===== config.mk =====
export PLATFORM = sky130hd
export DESIGN_NAME = scaled_normalizer_flat
export DESIGN_NICKNAME = d
export VERILOG_FILES = /design/src/rtl/scaled_normalizer_pkg.sv /design/src/rtl/scaled_normalizer_if.sv /design/src/rtl/scaled_normalizer_fit_check.sv /design/src/rtl/scaled_normalizer.sv /design/src/flat_wrapper.sv
export SDC_FILE = /design/constraint.sdc
export NUM_CORES = 1
export LEC_CHECK = 0
export ABC_AREA = 1
export BUFFER_PORTS_ARGS = -buffer_cell sky130_fd_sc_hd__buf_4
export CAP_MARGIN = 15
export CORE_MARGIN = 8
export CORE_UTILIZATION = 48
export DETAILED_ROUTE_END_ITERATION = 7
export HOLD_SLACK_MARGIN = 0.15
export PLACE_DENSITY = 0.84
export RECOVER_POWER = 50
export SLEW_MARGIN = 5
export SYNTH_ARGS = -nofsm -noshare
export SYNTH_HDL_FRONTEND = slang
export SYNTH_SLANG_ARGS = --single-unit
export TNS_END_PERCENT = 10

===== constraint.sdc =====
create_clock -name clk -period 1.4 [get_ports clk]
set_clock_uncertainty 0.1 [all_clocks]
set_input_delay 0.28 -clock clk [delete_from_list [all_inputs] [get_ports clk]]
set_output_delay 0.28 -clock clk [all_outputs]
set_load 0.1 [all_outputs]

===== src/rtl/scaled_normalizer_pkg.sv =====
// Shared definitions for the scaled-word encoder: widths, packed word type, FSM states.
// The scaled word is {scale, mantissa}; value = signed mantissa / 2^scale.
package scaled_normalizer_pkg;

  localparam int RAW_W   = 20;
  localparam int MANT_W  = 13;
  localparam int SCALE_W = 3;
  localparam int WORD_W  = SCALE_W + MANT_W;
  // One guard bit above the raw width so a rounding increment of the largest raw value cannot wrap.
  localparam int ACC_W   = RAW_W + 1;

  localparam int MANT_MAX = 4095;
  localparam int MANT_MIN = -4096;

  typedef struct packed {
    logic [SCALE_W-1:0] scale;
    logic [MANT_W-1:0]  mantissa;
  } scaled_word_t;

  typedef enum logic [1:0] {
    ST_IDLE = 2'd0,
    ST_NORM = 2'd1,
    ST_OUT  = 2'd2
  } norm_state_t;

  function automatic scaled_word_t pack_word(input logic [SCALE_W-1:0] scale,
                                             input logic [MANT_W-1:0]  mantissa);
    scaled_word_t w;
    w.scale    = scale;
    w.mantissa = mantissa;
    return w;
  endfunction

endpackage


===== src/rtl/scaled_normalizer_if.sv =====
// Operand/result handshake bundle for the scaled-word encoder.
// master drives operands and consumes results; slave is the encoder itself.
interface scaled_normalizer_if;
  import scaled_normalizer_pkg::*;

  logic               in_valid;
  logic               in_ready;
  logic [RAW_W-1:0]   in_raw;
  logic [SCALE_W-1:0] in_scale;
  logic               out_valid;
  logic               out_ready;
  logic [WORD_W-1:0]  out;
  logic               invalid;

  modport master (
    output in_valid, in_raw, in_scale, out_ready,
    input  in_ready, out_valid, out, invalid
  );

  modport slave (
    input  in_valid, in_raw, in_scale, out_ready,
    output in_ready, out_valid, out, invalid
  );

endinterface


===== src/rtl/scaled_normalizer_fit_check.sv =====
// Combinational test: does a signed accumulator fit in a MANT_W-bit signed mantissa?
// True when every bit from the mantissa sign bit upward is a copy of the sign.
module scaled_fit_check
  import scaled_normalizer_pkg::*;
#(
  parameter int W = ACC_W
) (
  input  logic [W-1:0] acc,
  output logic         fits
);

  logic [W-MANT_W:0] upper;

  always_comb begin
    upper = acc[W-1:MANT_W-1];
    fits  = (&upper) | ~(|upper);
  end

endmodule


===== src/rtl/scaled_normalizer.sv =====
// Packs a 20-bit signed raw value with a scale into a legal {scale, mantissa} word.
// Define NORM_ROUND_EN to make each shift round half-up instead of truncating.
//
// state | meaning
// IDLE  | ready for an operand; latches raw/scale on in_valid
// NORM  | one arithmetic right shift per cycle until the value fits or scale hits 0
// OUT   | result held on out/invalid until out_ready
module scaled_normalizer
  import scaled_normalizer_pkg::*;
(
  input logic                 clk,
  input logic                 rst,
  scaled_normalizer_if.slave  bus
);

  norm_state_t              state;
  logic signed [ACC_W-1:0]  acc;
  logic [SCALE_W-1:0]       sc;
  logic                     fits;
  logic signed [ACC_W-1:0]  acc_next;
  scaled_word_t             word;
  logic                     in_ready;
  logic                     out_valid;
  logic                     invalid;

  scaled_fit_check #(.W(ACC_W)) u_fit (
    .acc  (acc),
    .fits (fits)
  );

`ifdef NORM_ROUND_EN
  logic signed [ACC_W-1:0] acc_inc;

  always_comb begin
    acc_inc  = acc + ACC_W'(1);
    acc_next = acc_inc >>> 1;
  end
`else
  always_comb begin
    acc_next = acc >>> 1;
  end
`endif

  always_ff @(posedge clk) begin
    if (rst) begin
      state     <= ST_IDLE;
      acc       <= '0;
      sc        <= '0;
      word      <= '0;
      in_ready  <= 1'b1;
      out_valid <= 1'b0;
      invalid   <= 1'b0;
    end else begin
      case (state)
        ST_IDLE: begin
          if (bus.in_valid) begin
            acc      <= {bus.in_raw[RAW_W-1], bus.in_raw};
            sc       <= bus.in_scale;
            in_ready <= 1'b0;
            state    <= ST_NORM;
          end
        end
        ST_NORM: begin
          if (fits) begin
            word      <= pack_word(sc, acc[MANT_W-1:0]);
            invalid   <= 1'b0;
            out_valid <= 1'b1;
            state     <= ST_OUT;
          end else if (sc == '0) begin
            // Out of scale headroom: emit the truncated mantissa and flag it.
            word      <= pack_word('0, acc[MANT_W-1:0]);
            invalid   <= 1'b1;
            out_valid <= 1'b1;
            state     <= ST_OUT;
          end else begin
            acc <= acc_next;
            sc  <= sc - SCALE_W'(1);
          end
        end
        ST_OUT: begin
          if (bus.out_ready) begin
            out_valid <= 1'b0;
            in_ready  <= 1'b1;
            state     <= ST_IDLE;
          end
        end
        default: begin
          state     <= ST_IDLE;
          in_ready  <= 1'b1;
          out_valid <= 1'b0;
        end
      endcase
    end
  end

  assign bus.in_ready  = in_ready;
  assign bus.out_valid = out_valid;
  assign bus.out       = word;
  assign bus.invalid   = invalid;

endmodule


===== src/flat_wrapper.sv =====
// flat-port wrapper written by rule: the top's interface ports become plain ports
module scaled_normalizer_flat import scaled_normalizer_pkg::*;
  (clk, rst, bus_in_valid, bus_in_raw, bus_in_scale, bus_out_ready, bus_in_ready, bus_out_valid, bus_out, bus_invalid);
  scaled_normalizer_if bus_i ();
  input logic clk;
  input logic rst;
  input wire logic [$bits(bus_i.in_valid)-1:0] bus_in_valid;
  input wire logic [$bits(bus_i.in_raw)-1:0] bus_in_raw;
  input wire logic [$bits(bus_i.in_scale)-1:0] bus_in_scale;
  input wire logic [$bits(bus_i.out_ready)-1:0] bus_out_ready;
  output wire logic [$bits(bus_i.in_ready)-1:0] bus_in_ready;
  output wire logic [$bits(bus_i.out_valid)-1:0] bus_out_valid;
  output wire logic [$bits(bus_i.out)-1:0] bus_out;
  output wire logic [$bits(bus_i.invalid)-1:0] bus_invalid;
  assign bus_i.in_valid = bus_in_valid;
  assign bus_i.in_raw = bus_in_raw;
  assign bus_i.in_scale = bus_in_scale;
  assign bus_i.out_ready = bus_out_ready;
  assign bus_in_ready = bus_i.in_ready;
  assign bus_out_valid = bus_i.out_valid;
  assign bus_out = bus_i.out;
  assign bus_invalid = bus_i.invalid;
  scaled_normalizer u_core (.clk(clk), .rst(rst), .bus(bus_i));
endmodule

Word-level counts from Yosys, hierarchy flattened:

Index checks and enable logic that the tools add are counted.

* flip-flop bits (word level): 45
* bits of input ports: 27
* output and inout bits: 19
* word-level logic and storage cells: 56

* add/subtract/negate cells: 1
* eq/ne operators: 7
* muxes and demuxes: 23
* bitwise operators: 4
* reductions and logical operators: 12

Operator list (count)
* $mux 21: 2
* $pmux 21 s2: 1
* $mux 16: 2
* $mux 20: 1
* $reduce_and 3->1: 4
* $mux 3: 3
* $reduce_and 9->1: 1
* $reduce_or 9->1: 1
* $mux 2: 4
* $ne 2x2->1 const B: 4
* $mux 1: 6
* $pmux 1 s3: 2
* $pmux 2 s3: 1
* $pmux 3 s2: 1
* $reduce_and 4->1: 1
* $reduce_bool 2->1: 2
* $logic_not 3->1: 1
* $ne 3x1->1 const B: 1
* $not 1->1: 3
* $sub 3x1->3 const B: 1
* $eq 2x1->1 const B: 1
* $eq 2x2->1 const B: 1
* $logic_not 2->1: 1
* $reduce_and 2->1: 1
* $or 1x1->1: 1

Depth between registers and ports, before layout:

Gate-level depths: netlist of the first run.

* depth after elaboration: 5
* depth in mapped cells: 10
* mapped depth without buffers: 9

Cells and area by module:

From an unflattened synthesis of the first run, not the netlist that was laid out.

* cell total of the unflattened synthesis: 326
* area total of the unflattened synthesis: 2133.3 um^2

By module, submodules not included
* scaled_normalizer: instances 1, cells each 311, area an instance 2072.0 um^2, seq. area each 900.9 um^2
* scaled_fit_check: instances 1, cells each 15, area an instance 61.3 um^2, seq. area each 0.0 um^2

Least setup slack after synthesis of the first run:

OpenSTA, ideal clock, no wires.

* path type: reg2reg
* from: register u_core.sc[0]
* to: register u_core.acc[15]
* setup time: 68 ps
* arrival: 1308 ps
* required time: 1232 ps
* slack: -76 ps
* cell stages (with the launch flop): 11
* path buffers: 1
* clock period less this slack: 1476 ps
* path through: dfxtp_1 > inv_1 > ha_1 > inv_1 > nor2_1 > nor2_2 > nand3_4 > nand2_4 > buf_6 > nand2_1 > a21oi_2

* cells in the longest elaborated chain, start to end: 3

RTL lines
* start: declaration: RTL line scaled_normalizer.sv:18 `logic [SCALE_W-1:0] sc;`
* start signal: assignment: RTL line scaled_normalizer.sv:58 `sc <= bus.in_scale;`
* start signal: assignment: RTL line scaled_normalizer.sv:77 `sc <= sc - SCALE_W'(1);`
* $logic_not 3->1: RTL line scaled_normalizer.sv:69 `end else if (sc == '0) begin`
* $ne 2x2->1 (no line)
* $reduce_and 4->1 (no line)
* end signal: assignment: RTL line scaled_normalizer.sv:57 `acc <= {bus.in_raw[RAW_W-1], bus.in_raw};`
* end signal: assignment: RTL line scaled_normalizer.sv:76 `acc <= acc_next;`
* end: declaration: RTL line scaled_normalizer.sv:17 `logic signed [ACC_W-1:0] acc;`

No other way between the ends.
A chain may end at the register's enable or synchronous reset.

Worst setup path after layout of the first run:

* from: register u_core.sc[1]
* to: register u_core.acc[19]

The elaborated chain is that of the path after synthesis.

==> flow_summary.json, run 1 <==
{
  "io_pins": 46,
  "rr_startpoint": "u_core.sc[1]",
  "final_hold_viol_count": 0,
  "cts_buffers": 5,
  "fin_tns_setup_ns": -1.53,
  "rsz0062_at_grt": "yes",
  "setup_viol": 29,
  "regToRegSetupSlack_ns": -0.1,
  "vias_per_cell": 5.27,
  "ys_ff_latch": 45,
  "critPathMaxFanout": 23,
  "yosys_warnings": 0,
  "synth_fp_nets": 329,
  "clkSlewWorstSetupHoldPaths_ns": 0.09,
  "hold_path_class": "primary input to flop",
  "drc": 0,
  "maxCapViolations": 0,
  "violations": "setup timing",
  "grt_first_pass_wirelength_um": 9170,
  "tightest_slew_ns": 0.276,
  "layout_commonest_cell": "nand2_1",
  "synthTopCellsByArea": "dfxtp_1 42%, nand2_1 19%, nand3_1 9.8%",
  "cp_slowest_stage_delay_ns": 0.34,
  "clock_sinks": 45,
  "root_buffer": "clkbuf_8",
  "antenna_found_initial": 0,
  "placed_cell_area_um2": 2640,
  "required_ns": 1.53,
  "synth-xor-area-share_pct": 0,
  "postLayoutCellArea_um2": 2880,
  "pre_cts_ws_ns": -0.0772,
  "antenna_cells": 0,
  "synth_cells": 300,
  "core_um2": 4320,
  "wirelength_um": 5650,
  "stdcell_count": 410,
  "leakagePower_nw": 1.23,
  "finalNetCount": 386,
  "dpl.cell_count": 401,
  "synth_top_area_share_pct": 42.0,
  "nFillCells": 368,
  "drt_iter0_markers": 243,
  "cp-end-kind": "flop",
  "synthMuxAreaShare_pct": 0,
  "synth_compound_area_share_pct": 13.3,
  "postRouteAntennaNets": 0,
  "r2r_cells": 9,
  "syn_area_um2": 2140,
  "synth_simple_gate_area_share_pct": 35.1,
  "worstPathCellList": "inv_2 > ha_4 > inv_2 > nor2_2 > nor2_2 > nand3_4 > nand2_8 > nand2_1 > a21oi_2",
  "slowest_stage": "dfxtp_2",
  "slew_viol_final": 0,
  "route.vias.total": 2161,
  "first_global_vias": 1988,
  "r2r_end": "u_core.acc[19]",
  "slew_headroom_pct": 81.6,
  "die-area_um2": 6860,
  "cts_setup_buffers": 0,
  "drive_gt1_share_pct": 34.6,
  "cts_buffer_depth": 2,
  "fp.dieH_um": 82.8,
  "cp-start-kind": "flop",
  "critPathArrivalTime_ns": 1.63,
  "die_w_um": 82.8,
  "synth_fa_ha_area_share_pct": 1.17,
  "tritoncts": "done",
  "layout_common_cells": "105 x nand2_1, 64 x buf_4, 42 x nand3_1, 38 x dfxtp_1, 30 x a21oi_1",
  "fp-row-count": 24,
  "setup_ws_ns": -0.0971,
  "routedWlPerCell_um": 13.8,
  "ir_drop_mv": 0.532,
  "period_minus_slack_ns": 1.50,
  "area.growth.synth_to_final_pct": 34.1,
  "setup.worst_path.end": "u_core.acc[19]",
  "port-buffer-count": 45,
  "syn_avg_cell_area_um2": 7.15,
  "setup.worst_path.start": "u_core.sc[1]",
  "gp_congestion": 0.810,
  "htreeDepth": 2,
  "fmax_ghz": 0.668,
  "yosysTopAreaCell": "dfxtp_1",
  "synth_top_family_by_area": "simple AND/OR/NAND/NOR gates",
  "grtUsageTotal_pct": 15.4,
  "overflow": 0,
  "synthDistinctLibCells": 23,
  "status": "complete, but fails checks",
  "path_class": "flop to flop",
  "dr.pass1.iters": 5,
  "post-dp-hpwl_um": 3830,
  "clk_latency_ns": 0.30,
  "pwr_density_cell_nw_per_um2": 1250,
  "period_share_pct": 107,
  "grt_max_degree": 30,
  "ys_seq_area_share_pct": 42.0,
  "start_util_pct": 49.6
}
-- layer usage --
layer | vias up | GRT usage, % | wire, um
li1 | 1088 | - | -
met3 | 10 | 3.81 | 312
met4 | 0 | 5.27 | 98
met2 | 75 | 25.5 | 2720
met1 | 988 | 19.0 | 2520
met5 | - | 0 | 0
-- registers in the layout, indices dropped and copies added, names as in the netlist --
signal and flops:
u_core.bus.out 16, u_core.bus.out_valid 1, u_core.sc 3, u_core.bus.invalid 1, u_core.state 2, u_core.acc 21
u_core.bus.in_ready 1
-- what timing repair did --
action	4_1_cts	5_1_grt
hold endpoints to repair	0	0
resized for setup	11	16
setup endpoints to repair	40	42
hold buffers	0	0
pin swaps	0	5
gates cloned	0	1
-- worst max-delay path: cells and delay by family (launching register included) --
kind	cells	cell delay, ns
fa+ha+maj	1	0.15
simple gates	5	0.61
flops	1	0.34
compound gates	1	0.13
buf+inv	2	0.09
-- power by group --
part / switching, mW / leakage, nW / internal [mW] / total [mW]
clock: 0.466 / 0.0574 / 0.581 / 1.05
sequential: 0.0774 / 0.370 / 1.39 / 1.46
combinational: 0.691 / 0.800 / 0.393 / 1.08
-- cell type report --
type	count	area [um2]	area share, %
Multi-Input combinational cell	224	1160	40.3
Sequential cell	45	910	31.6
Timing Repair Buffer	69	577	20.1
Clock buffer	6	82.6	2.87
Tap cell	52	65.1	2.26
Inverter	12	45.0	1.57
Clock inverter	2	37.5	1.31
-- worst min path at each step --
stage	cells past startpoint	end	start	slack, ns
floorplan	2	u_core.acc[0]	u_core.acc[0]	0.36
global placement	2	u_core.bus.out[1]	u_core.bus.out[1]	0.35
detailed placement	2	u_core.bus.out[3]	u_core.bus.out[3]	0.35
CTS	2	u_core.state[1]	rst	0.16
global route	2	u_core.state[1]	rst	0.16
finish	2	u_core.state[1]	rst	0.17
-- logic make-up (layout without fill, tap and decap cells) --
| family | Yosys count | count (layout) |
|---|---|---|
| adders and majority gates | 2 | 2 |
| buffers and inverters | 31 | 89 |
| AOI/OAI and AO/OA | 54 | 54 |
| DFF | 45 | 45 |
| and+or+nand+nor | 168 | 168 |
-- stage by stage --
| step | hold slack (ns) | utilization [%] | power, mW |
|---|---|---|---|
| after floorplan | 0.362 | - | 2.22 |
| after global placement | 0.348 | 61.0 | 2.46 |
| after detailed placement | 0.354 | 61.0 | 2.49 |
| after CTS | 0.156 | 64.6 | 3.55 |
| after global routing | 0.160 | 66.5 | 3.76 |
| final | 0.168 | 66.5 | 3.60 |
-- cell usage after synthesis, drive strengths merged --
cell	number
dfxtp	45
buf	15
nor3	1
nor2	8
clkbuf	4
or2	1
nand3	46
inv	12
o21ai	9
ha	2
a21oi	45
nand2	112
Note: power is estimated with default switching activity, not from simulation.
==> run 2, diff against run 1 <==
Settings changed: CORE_MARGIN 8 to default, CORE_UTILIZATION 48 to 54, PLACE_DENSITY 0.84 to 0.89, SKIP_LAST_GASP from default to 1.
Clock period 1.4 ns to 1.66 ns, I/O delays scaled along.
==> run 2 against run 1 <==
Compared with the run above:
- maximum frequency down 7.7%
- critical path depth unchanged
- via count decreased by 0.23%
- sequential share of layout area is 2.7 points higher
- the run now ends clean
- utilization increased by 3.8 points
- clock power fell by 37%
==> flow_summary.json, run 2 (same netlist as run 1, synthesis figures left out) <==
{
  "status": "finished, final reports clean",
  "dr.pass1.iters": 5,
  "hold_path_class": "primary input to flop",
  "cts_buffers": 5,
  "maxCapViolations": 0,
  "io_pins": 46,
  "stdcell_count": 399,
  "critPathArrivalTime_ns": 1.75,
  "clk_latency_ns": 0.30,
  "post-dp-hpwl_um": 3410,
  "port-buffer-count": 45,
  "holdBufCountCts": 0,
  "cts_buffer_depth": 2,
  "root_buffer": "clkbuf_8",
  "path_class": "flop to flop",
  "clkSlewWorstSetupHoldPaths_ns": 0.08,
  "routedWlPerCell_um": 13.3,
  "layout_common_cells": "108 x nand2_1, 42 x nand3_1, 42 x dfxtp_1, 41 x a21oi_1, 40 x buf_4",
  "slew_headroom_pct": 62.7,
  "grtUsageTotal_pct": 25.0,
  "overflow": 0,
  "postRouteAntennaNets": 0,
  "layout_commonest_cell": "nand2_1",
  "period_minus_slack_ns": 1.62,
  "tritoncts": "done",
  "die-area_um2": 4230,
  "slew_viol_final": 0,
  "finalNetCount": 379,
  "top_register": "u_core.acc",
  "cp-start-kind": "flop",
  "leakagePower_nw": 1.14,
  "fmax_ghz": 0.616,
  "hold_ws_ns": 0.202,
  "die_w_um": 65.0,
  "setup_viol": 0,
  "htreeDepth": 2,
  "rsz0062_at_grt": "yes",
  "critPathMaxFanout": 11,
  "first_global_vias": 1811,
  "tightest_slew_ns": 0.561,
  "drt_iter0_markers": 177,
  "final_hold_viol_count": 0,
  "grt_first_pass_wirelength_um": 8160,
  "wirelength_um": 5320,
  "required_ns": 1.79,
  "nFillCells": 326,
  "largest_reg_flops": 21,
  "drc": 0,
  "area.growth.synth_to_final_pct": 22.8,
  "vias_per_cell": 5.40,
  "core_um2": 3740,
  "drive_gt1_share_pct": 25.4,
  "ir_drop_mv": 0.620,
  "start_util_pct": 57.3,
  "route.vias.total": 2156,
  "cp-end-kind": "flop",
  "fp-row-count": 22,
  "period_share_pct": 97.8,
  "clock_sinks": 45,
  "antenna_cells": 0,
  "pwr_density_cell_nw_per_um2": 1040,
  "antenna_found_initial": 0,
  "fp.dieH_um": 65.0,
  "gp_congestion": 0.850,
  "grt_max_degree": 33,
  "dpl.cell_count": 383
}
-- run 2: metrics by stage --
step / setup slack [ns] / total power, mW / TNS (ns) / utilization, % / cell area (um2)
after floorplan: 0.184 / 1.86 / 0 / - / 2140
after global placement: 0.104 / 2.01 / 0 / 66.4 / 2490
after detailed placement: 0.0147 / 2.02 / 0 / 66.4 / 2490
after CTS: 0.0101 / 2.67 / 0 / 68.6 / 2570
after global routing: -0.117 / 2.89 / -1.15 / 70.3 / 2630
final: 0.0373 / 2.75 / 0 / 70.3 / 2630
-- run 2: worst paths after layout --
path	start	to	slack (ns)	cells after the start
worst max-delay path	u_core.sc[1]	u_core.acc[5]	0.04	9
worst min-delay path	rst	u_core.acc[17]	0.20	2
worst max register to register	u_core.sc[1]	u_core.acc[5]	0.04	9
worst min register to register	u_core.bus.out[13]	u_core.bus.out[13]	0.37	2
-- run 2: layout make-up --
class | instances | area [um2] | area share (%)
Clock inverter | 1 | 7.51 | 0.285
Multi-Input combinational cell | 226 | 1100 | 42.0
Timing Repair Buffer | 60 | 432 | 16.4
Inverter | 12 | 47.5 | 1.81
Tap cell | 48 | 60.1 | 2.28
Sequential cell | 45 | 905 | 34.4
Clock buffer | 7 | 76.3 | 2.90
-- run 2: worst max-delay path, stage by stage (launching register included) --
cell and delay, ns:
dfxtp_1 0.38, inv_1 0.08, ha_1 0.17, inv_1 0.07, nor2_2 0.04, nor2_2 0.13, nand3_4 0.17, nand2_4 0.19
nand2_1 0.08, a21oi_1 0.14
-- run 2: repair_timing --
| action | in CTS | in global routing |
|---|---|---|
| hold endpoints to repair | 0 | 0 |
| setup buffers | 0 | 6 |
| gates resized for setup | 0 | 11 |
| setup endpoints to repair | 0 | 40 |
-- run 2: power breakdown --
part | total, mW | internal, mW | switching, mW
clock network | 0.660 | 0.298 | 0.362
registers | 1.24 | 1.17 | 0.0765
logic | 0.843 | 0.277 | 0.566
total | 2.75 | 1.74 | 1.00
-- run 2: metal layers --
layer | global-route usage, % | routed length [um] | part of all wire [%]
met1 | 34.0 | 2330 | 44
met2 | 38.3 | 2560 | 48
met3 | 6.16 | 358 | 6.7
met4 | 8.97 | 71 | 1.3
met5 | 0 | 0 | 0
==> run 3, diff against run 2 <==
Settings changed: CORE_UTILIZATION 54 to 58, PLACE_DENSITY 0.89 to 0.94.
Clock period 1.66 ns to 2.1 ns, I/O delays scaled along.
==> run 3 against run 2 <==
Compared with the run above:
- first-iteration DRC count grew 0.56%
- hold slack gained 0.12 ns
- sequential power is 21% lower
- combinational power fell by 32%
- register-to-register slack gained 0.22 ns
- sequential share of layout area rose by 2.1 points
- utilization grew 1.5 points
- flip-flop and latch count unchanged
- wire length is 7.5% lower
==> flow_summary.json, run 3 (same netlist as run 1, synthesis figures left out) <==
{
  "status": "finished, final reports clean",
  "critPathMaxFanout": 14,
  "post-dp-hpwl_um": 3380,
  "fp.dieH_um": 62.8,
  "critPathArrivalTime_ns": 1.97,
  "fp-row-count": 21,
  "setup.worst_path.start": "u_core.sc[0]",
  "clock_sinks": 45,
  "path_class": "flop to flop",
  "slew_viol_final": 0,
  "cp_slowest_stage_delay_ns": 0.34,
  "hold_start": "bus_in_raw[19]",
  "root_buffer": "clkbuf_8",
  "cp-start-kind": "flop",
  "dr.pass1.iters": 5,
  "first_global_vias": 1890,
  "htreeDepth": 2,
  "tritoncts": "done",
  "final_hold_viol_count": 0,
  "postRouteAntennaNets": 0,
  "fin_util_pct": 71.8,
  "overflow": 0,
  "die_w_um": 62.8,
  "core_um2": 3440,
  "layout_common_cells": "108 x nand2_1, 45 x dfxtp_1, 43 x nand3_1, 41 x a21oi_1, 30 x buf_4",
  "leakagePower_nw": 1.07,
  "clk_latency_ns": 0.30,
  "layout_commonest_cell": "nand2_1",
  "largest_reg_flops": 21,
  "fin_tns_setup_ns": 0,
  "antenna_cells": 0,
  "wirelength_um": 4920,
  "setup_viol": 0,
  "slew_headroom_pct": 63.2,
  "crit_top_cell": "inv_1",
  "drc": 0,
  "route.vias.total": 2143,
  "vias_per_cell": 5.55,
  "gp_congestion": 0.893,
  "drive_gt1_share_pct": 22.1,
  "holdBufCountCts": 0,
  "cp_top_family": "simple AND/OR/NAND/NOR gates",
  "nFillCells": 303,
  "p_total_mw": 2.07,
  "path_buf_inv": 3,
  "slowest_stage": "dfxtp_1",
  "cts_buffer_depth": 2,
  "start_util_pct": 62.3,
  "grt.busiest_layer": "met2",
  "cts_resized": 0,
  "cts_setup_buffers": 0,
  "pwr_density_cell_nw_per_um2": 837,
  "hold_path_class": "primary input to flop",
  "port-buffer-count": 45,
  "finalNetCount": 368,
  "grt_max_degree": 33,
  "rr_startpoint": "u_core.sc[0]",
  "clkSlewWorstSetupHoldPaths_ns": 0.08,
  "grt_use_met3_pct": 5.11,
  "antenna_found_initial": 0,
  "cp-end-kind": "flop",
  "die-area_um2": 3940,
  "maxCapViolations": 0,
  "grtUsageTotal_pct": 27.2,
  "use_met2_pct": 45.7,
  "routedWlPerCell_um": 12.7,
  "top_register": "u_core.acc",
  "tightest_slew_ns": 0.554,
  "worstPathCellList": "inv_1 > ha_1 > inv_1 > nor2_1 > nor2_2 > nand3_4 > clkbuf_2 > nand3_1 > a21oi_1",
  "rsz0062_at_grt": "no",
  "met1_usage_pct": 33.2,
  "period_minus_slack_ns": 1.85,
  "required_ns": 2.22,
  "area.growth.synth_to_final_pct": 15.3,
  "ir_drop_mv": 0.471,
  "io_pins": 46,
  "drt_iter0_markers": 178,
  "period_share_pct": 87.9,
  "cts_buffers": 5,
  "grt_first_pass_wirelength_um": 8320,
  "fmax_ghz": 0.542
}
## run 3: worst reg2reg max path, stage by stage, from the launching register on
cell	delay (ns)
dfxtp_1	0.34
inv_1	0.08
ha_1	0.14
inv_1	0.03
nor2_1	0.14
nor2_2	0.07
nand3_4	0.18
clkbuf_2	0.33
nand3_1	0.15
a21oi_1	0.20
## run 3: cell type report
type	instances	area, um2	share of cell area [%]
Multi-Input combinational cell	224	1050	42.6
Sequential cell	45	901	36.4
Timing Repair Buffer	51	330	13.4
Clock buffer	5	68.8	2.78
Tap cell	46	57.6	2.33
Inverter	12	45.0	1.82
Clock inverter	3	17.5	0.709
## run 3: final timing paths
path                                          end  slack [ns]  cells past startpoint
worst max register to register      u_core.acc[0]        0.25                      9
worst min register to register  u_core.bus.out[3]        0.37                      2
worst min-delay path               u_core.acc[20]        0.32                      3
worst max-delay path                u_core.acc[0]        0.25                      9
## run 3: stage by stage
stage	hold slack, ns	setup WS, ns	area [um2]	instances
2_1_floorplan	0.362	0.624	2140	300
3_3_place_gp	0.349	0.470	2450	378
3_5_place_dp	0.355	0.383	2450	378
4_1_cts	0.318	0.337	2530	386
5_1_grt	0.329	0.109	2470	386
6_report	0.318	0.254	2470	386
## run 3: power breakdown
group	internal (mW)	leakage (nW)	switching, mW
clock	0.230	0.0439	0.288
combinational	0.166	0.660	0.407
sequential	0.921	0.367	0.0579
## run 3: layer usage
metal	up-vias	part of all wire, %
li1	1055	-
met4	0	1.9
met1	994	42
met5	-	0
met2	84	49
met3	10	7.3
